`src/rtl/instruction_sequencer.sv`:
```
// rtl/instruction_sequencer.sv - FIFO-fed instruction issue with post-ALU bubble insertion
// Optional SEQ_PERF_COUNT_EN adds saturating issued_count / bubble_count outputs.
module instruction_sequencer #(
  parameter int          DEPTH    = 16,
  parameter int          BUBBLES  = 1,
  parameter logic [12:0] NOP_WORD = 13'h0800
) (
  input  logic                     clock,
  input  logic                     reset,
  input  logic                     push_valid,
  input  logic [12:0]              push_data,
  output logic                     push_ready,
  input  logic                     run,
  input  logic                     flush,
  output logic [12:0]              instruction_Register,
  output logic                     issue_valid,
  output logic [$clog2(DEPTH):0]   fifo_count,
  output logic                     empty
`ifdef SEQ_PERF_COUNT_EN
  ,
  output logic [31:0]              issued_count,
  output logic [31:0]              bubble_count
`endif
);

  localparam int AW = $clog2(DEPTH);
  localparam logic [AW:0] FULL_COUNT = (AW+1)'(DEPTH);

  localparam logic [1:0] S_IDLE  = 2'd0;
  localparam logic [1:0] S_ISSUE = 2'd1;
  localparam logic [1:0] S_STALL = 2'd2;

  logic [12:0]   mem [DEPTH];
  logic [AW-1:0] wr_ptr, rd_ptr;
  logic [AW:0]   count;
  logic [1:0]    state, state_nxt;
  logic [2:0]    bub_cnt, bub_nxt;
  logic          pop, push_fire, can_pop;

  assign push_ready = (count < FULL_COUNT) & ~flush;
  assign push_fire  = push_valid & push_ready;
  assign empty      = (count == '0);
  assign fifo_count = count;
  assign can_pop    = run & ~empty;

  always_comb begin
    pop       = 1'b0;
    state_nxt = state;
    bub_nxt   = bub_cnt;
    if (flush) begin
      state_nxt = S_IDLE;
      bub_nxt   = 3'd0;
    end else begin
      case (state)
        S_IDLE: begin
          if (can_pop) begin
            pop       = 1'b1;
            state_nxt = S_ISSUE;
          end
        end
        S_ISSUE: begin
          // ISSUE is only entered through a pop, so the register holds the issued op.
          if (instruction_Register[12] && (BUBBLES > 0)) begin
            state_nxt = S_STALL;
            bub_nxt   = 3'(BUBBLES);
          end else if (can_pop) begin
            pop = 1'b1;
          end else begin
            state_nxt = S_IDLE;
          end
        end
        S_STALL: begin
          bub_nxt = bub_cnt - 3'd1;
          if (bub_cnt <= 3'd1) begin
            bub_nxt = 3'd0;
            if (can_pop) begin
              pop       = 1'b1;
              state_nxt = S_ISSUE;
            end else begin
              state_nxt = S_IDLE;
            end
          end
        end
        default: state_nxt = S_IDLE;
      endcase
    end
  end

  always_ff @(posedge clock) begin
    if (push_fire) mem[wr_ptr] <= push_data;
  end

  always_ff @(posedge clock or posedge reset) begin
    if (reset) begin
      wr_ptr               <= '0;
      rd_ptr               <= '0;
      count                <= '0;
      state                <= S_IDLE;
      bub_cnt              <= 3'd0;
      instruction_Register <= NOP_WORD;
      issue_valid          <= 1'b0;
    end else begin
      state                <= state_nxt;
      bub_cnt              <= bub_nxt;
      instruction_Register <= pop ? mem[rd_ptr] : NOP_WORD;
      issue_valid          <= pop;
      if (flush) begin
        wr_ptr <= '0;
        rd_ptr <= '0;
        count  <= '0;
      end else begin
        if (push_fire) wr_ptr <= wr_ptr + AW'(1);
        if (pop)       rd_ptr <= rd_ptr + AW'(1);
        case ({push_fire, pop})
          2'b10:   count <= count + (AW+1)'(1);
          2'b01:   count <= count - (AW+1)'(1);
          default: count <= count;
        endcase
      end
    end
  end

`ifdef SEQ_PERF_COUNT_EN
  always_ff @(posedge clock or posedge reset) begin
    if (reset) begin
      issued_count <= 32'd0;
      bubble_count <= 32'd0;
    end else if (flush) begin
      issued_count <= 32'd0;
      bubble_count <= 32'd0;
    end else begin
      if (issue_valid && issued_count != 32'hFFFF_FFFF)
        issued_count <= issued_count + 32'd1;
      if (state == S_STALL && bubble_count != 32'hFFFF_FFFF)
        bubble_count <= bubble_count + 32'd1;
    end
  end
`endif

endmodule

```
`config.mk`:
```
export PLATFORM = sky130hd
export DESIGN_NAME = instruction_sequencer
export DESIGN_NICKNAME = d
export VERILOG_FILES = /design/src/rtl/instruction_sequencer.sv
export SDC_FILE = /design/constraint.sdc
export NUM_CORES = 1
export LEC_CHECK = 0
export ABC_AREA = 1
export CORE_ASPECT_RATIO = 1.5
export CORE_MARGIN = 2
export CORE_UTILIZATION = 50
export CTS_CLUSTER_SIZE = 40
export DETAILED_ROUTE_END_ITERATION = 7
export GPL_ROUTABILITY_DRIVEN = 0
export GPL_TIMING_DRIVEN = 0
export HOLD_SLACK_MARGIN = 0.06
export PLACE_DENSITY = 0.79
export SLEW_MARGIN = 30
export SYNTH_ARGS = -nofsm -noshare
export SYNTH_HDL_FRONTEND = slang
export SYNTH_SLANG_ARGS = --single-unit
```
`constraint.sdc`:
```
create_clock -name clock -period 3.5 [get_ports clock]
set_clock_uncertainty 0.1 [all_clocks]
set_input_delay 1.05 -clock clock [delete_from_list [all_inputs] [get_ports clock]]
set_output_delay 1.05 -clock clock [all_outputs]
set_load 0.05 [all_outputs]
```
Yosys cells after proc, flatten, opt, wreduce, memory -nomap -nowiden
Memory sizes are Yosys's and may differ from the RTL's.
Index checks and enable logic that the tools add are counted.

storage, ports and cells
  register bits = 32
  input bits = 18
  memories kept = 1
  word-level logic and storage cells = 61
  bits in writable memories = 208
  output and inout bits = 21

cells by class
  multiplexer cells = 25
  $add $sub $neg = 5
  bitwise operators = 5
  reduce and logical (&&, ||, !) cells = 8
  magnitude comparators = 2
  equal/unequal tests = 8

memory list
  memory  words  width  rd ports  clocked after Yosys merged registers in  write ports  line  source
  mem     16     13     1         0                                        1            33    logic [12:0] mem [DEPTH];

operators by type and width
  kind                   count
  $mux W4                4
  $mux W13               1
  $mux W2                5
  $pmux W5 S2            1
  $mux W3                3
  $ne A3 B3 Y1 const B   3
  $add A4 B1 Y4 const B  2
  $mux W1                7
  $pmux W2 S3            1
  $pmux W3 S2            1
  $reduce_bool A3 Y1     2
  $add A5 B1 Y5 const B  1
  $logic_not A5 Y1       1
  $lt A5 B5 Y1 const B   1
  $mux W5                1
  $sub A5 B1 Y5 const B  1
  $eq A2 B1 Y1 const B   2
  $eq A2 B2 Y1 const B   2
  $ne A4 B4 Y1 const B   1
  $reduce_bool A2 Y1     2
  $and A1 B1 Y1          3
  $le A3 B1 Y1 const B   1
  $pmux W1 S3            1
  $reduce_and A3 Y1      1
  other kinds (4)        5

Logic depth before layout (Yosys ltp)
  word-level depth = 10
  mapped depth = 19
  depth with buffers taken out = 18

Least setup slack after synthesis
OpenSTA, ideal clock, no wires.

  path type = input port to output port
  start = input port flush
  end = output port push_ready
  data required time = 2.350 ns
  stages on the path = 2
  buffers on the path = 1
  path slack = 0.517 ns
  arrival time = 1.833 ns
  cells stage by stage = buf_6 > nor2_1

between the ends
  longest elaborated chain between the ends = 2

ends and longest elaborated chain
  item           line  source
  from (decl)    14    input logic flush,
  $not A1 Y1     40    assign push_ready = (count < FULL_COUNT) & ~flush;
  $and A1 B1 Y1  40
  to (decl)      12    output logic push_ready,

No other way between the ends.

Worst setup path in the final report
Ends and elaborated chain as after synthesis.

==> run_results.csv <==
group,metric,value,unit
global_route,antenna_found_initial,0,
cts,htreeDepth,1,
synth,yosysUniqueCellTypes,41,
routing,drt-wirelength-per-cell,21.61,µm
die,die_area,0.02080,mm²
routing,routed_via_density,5.837,
cts,worstSkewPairLatency,0.51,ns
worst_setup_path,crit_path_end_kind,"primary output",
routing,drtPass1Iterations,5,
finish,layout.nets,875,
synth,synth-async-reset-ratio,0.1333,
cts,cts_tree,"yes",
die,std_cell_rows,62,
sta,fin_crit,3.224,ns
global_route,grt_pass1_wl,36470,µm
synth,synth_edf_count,208,
routing,drc,0,
routing,drt_wl_total,24140,µm
die,coreArea,0.01924,mm²
synth,syn-cell-area,0.009818,mm²
sta,tightest_slew,0.9647,ns
placement,portBuffers,37,
global_route,grt_use_total,0.2331,
global_route,grt_start_max_net_pins,33,
flow_run,timing.max_cap.violations,0,
synth,avgSynthCellArea,12.49,µm²
worst_setup_path,cp_max_fo,7,
die,die-height,175.6,µm
finish,stdcell_count,1117,
finish,drive_gt1_frac,0.1150,
synth,ys_ff_latch,240,
sta,finalSetupTns,0,ns
cts,cts-root-buf,"clkbuf_16",
die,die_w,118.4,µm
synth,synth.top_cell.area_share,0.6362,
worst_hold_path,hold_class,"reg2reg",
global_route,grt_pass1_vias,6664,
synth,synth_area_leaders,"edfxtp_1 64%, dfrtp_1 7.9%, nand2_1 7.3%",
placement,place_area,0.01055,mm²
finish,insertedDiodeCount,0,
cts,cts_buffers,21,
finish,areaGrowthSynthToFinish,14.00,%
pwr,leakage,4.120,nW
global_route,grt.met1_usage,0.2619,
cts,hold_buffers,0,
sta,fmax,310.2,MHz
synth,syn_inst,786,
synth,syn_nets,815,
finish,most-common-layout-cells,"208 x edfxtp_1, 192 x nand2_1, 75 x a21oi_1",
sta,hold_ws,0.4468,ns
global_route,grt_busiest_layer,"met2",
sta,maxSlewViolCount,0,
cts,cts_resized,0,
worst_setup_path,worstPathArrival,2.07,ns
sta,maxSlewHeadroom,0.3562,
run_status,status,"completed",
synth,yosysWarningCount,0,
routing,drtAntennaViolNets,0,
global_route,grtUsageMet3,0.03182,
sta,setup_violations,0,
global_route,met2_usage,0.4246,
pwr,max-vdd-ir-drop,0.3658,mV
cts,clk_pin_slew,0.07,ns
routing,drtIter0Drc,651,
die,initial_utilization,0.5103,
placement,place_inst,1079,
sta,rsz0062_at_grt,"no",
finish,final_area,0.01119,mm²
finish,final_common_cell,"edfxtp_1",
routing,via_count,6520,
synth,yosysSeqAreaShare,0.7179,
die,ioPinCount,39,
cts,post_cts_buffers,0,
synth,yosysTopAreaCell,"edfxtp_1",
sta,hold_violations,0,
worst_setup_path,cp-start-kind,"input pin",
sta,period_share,0.9211,
finish,final_core_util,0.5818,
cts,cts_sinks,240,
pwr,power_density,711.1,mW/mm²
worst_setup_path,crit_required,2.35,ns
synth,synth_top_flop_cell,"edfxtp_1",
placement,place_hpwl,15580,µm
global_route,overflow,0,
cts,clock_path_buffers,3,
worst_setup_path,crit_type,"in2out",
==> per-layer routing <==
metal	vias up	wire, µm
li1	2937	-
met2	364	12770
met3	91	1763
met1	3128	8394
met5	-	0
met4	0	1209
==> worst max-delay path, stage by stage <==
cell and delay (ns):
buf_6 0.12, nor2_1 0.10, clkdlybuf4s50_1 0.81
==> cell type report <==
type	count	area [µm²]
fill	1521	8045
sequential	240	7048
multi-input combinational	472	2454
tap	256	320.3
clock buffer	28	561.8
buffer	44	239.0
timing repair buffer	37	370.4
inverter	30	117.6
clock inverter	10	82.58
==> per-stage QoR <==
step                worst slack (ns)  power [mW]
floorplan                     0.5174       4.944
global route                  0.1987       8.271
finish                        0.2761       7.960
CTS                           0.2631       7.948
detailed placement           0.01682       5.763
global placement             -0.1559       5.689
==> synthesized netlist by cell type, types with 4 or more instances <==
cell type	count
inv_2	4
edfxtp_1	208
buf_4	6
buf_2	23
a21oi_1	75
inv_1	25
mux2i_1	5
nand3_1	71
a22oi_1	31
ha_1	10
o21ai_0	17
a31oi_1	7
clkbuf_1	12
dfrtp_1	31
nor2_1	31
nand2_1	192
==> cells by family after synthesis <==
group	after synthesis	share of synthesized area
buf+inv	74	0.03632
flops	240	0.7179
compound gates	145	0.08666
fa+ha+maj	11	0.01478
simple gates	308	0.1366
mux	5	0.005098
xor+xnor	3	0.002677
==> final timing paths <==
check,startpoint,endpoint,slack (ns),cells after the start
worst max-delay path,flush,push_ready,0.28,3
worst min-delay path,wr_ptr[3]$_DFFE_PP0P_,wr_ptr[3]$_DFFE_PP0P_,0.45,1
worst max register to register,bub_cnt[1]$_DFFE_PP0P_,fifo_count[4]$_DFFE_PP0P_,0.73,18
worst min register to register,wr_ptr[3]$_DFFE_PP0P_,wr_ptr[3]$_DFFE_PP0P_,0.45,1
max in group asynchronous,reset,instruction_Register[9]$_DFF_PP0_,1.92,2
min in group asynchronous,reset,bub_cnt[2]$_DFFE_PP0P_,0.89,2
==> state kept, by name (all words and copies together), names as in the netlist <==
signal                cells
mem                     208
state                     2
instruction_Register     13
wr_ptr                    4
bub_cnt                   3
fifo_count                5
rd_ptr                    4
issue_valid               1
==> report_power, final <==
group	switching [mW]	internal, mW
sequential	0.0699	3.24
combinational	1.71	0.732
clock	1.00	1.21
total	2.78	5.18
Power figures use the tool's default switching activity.
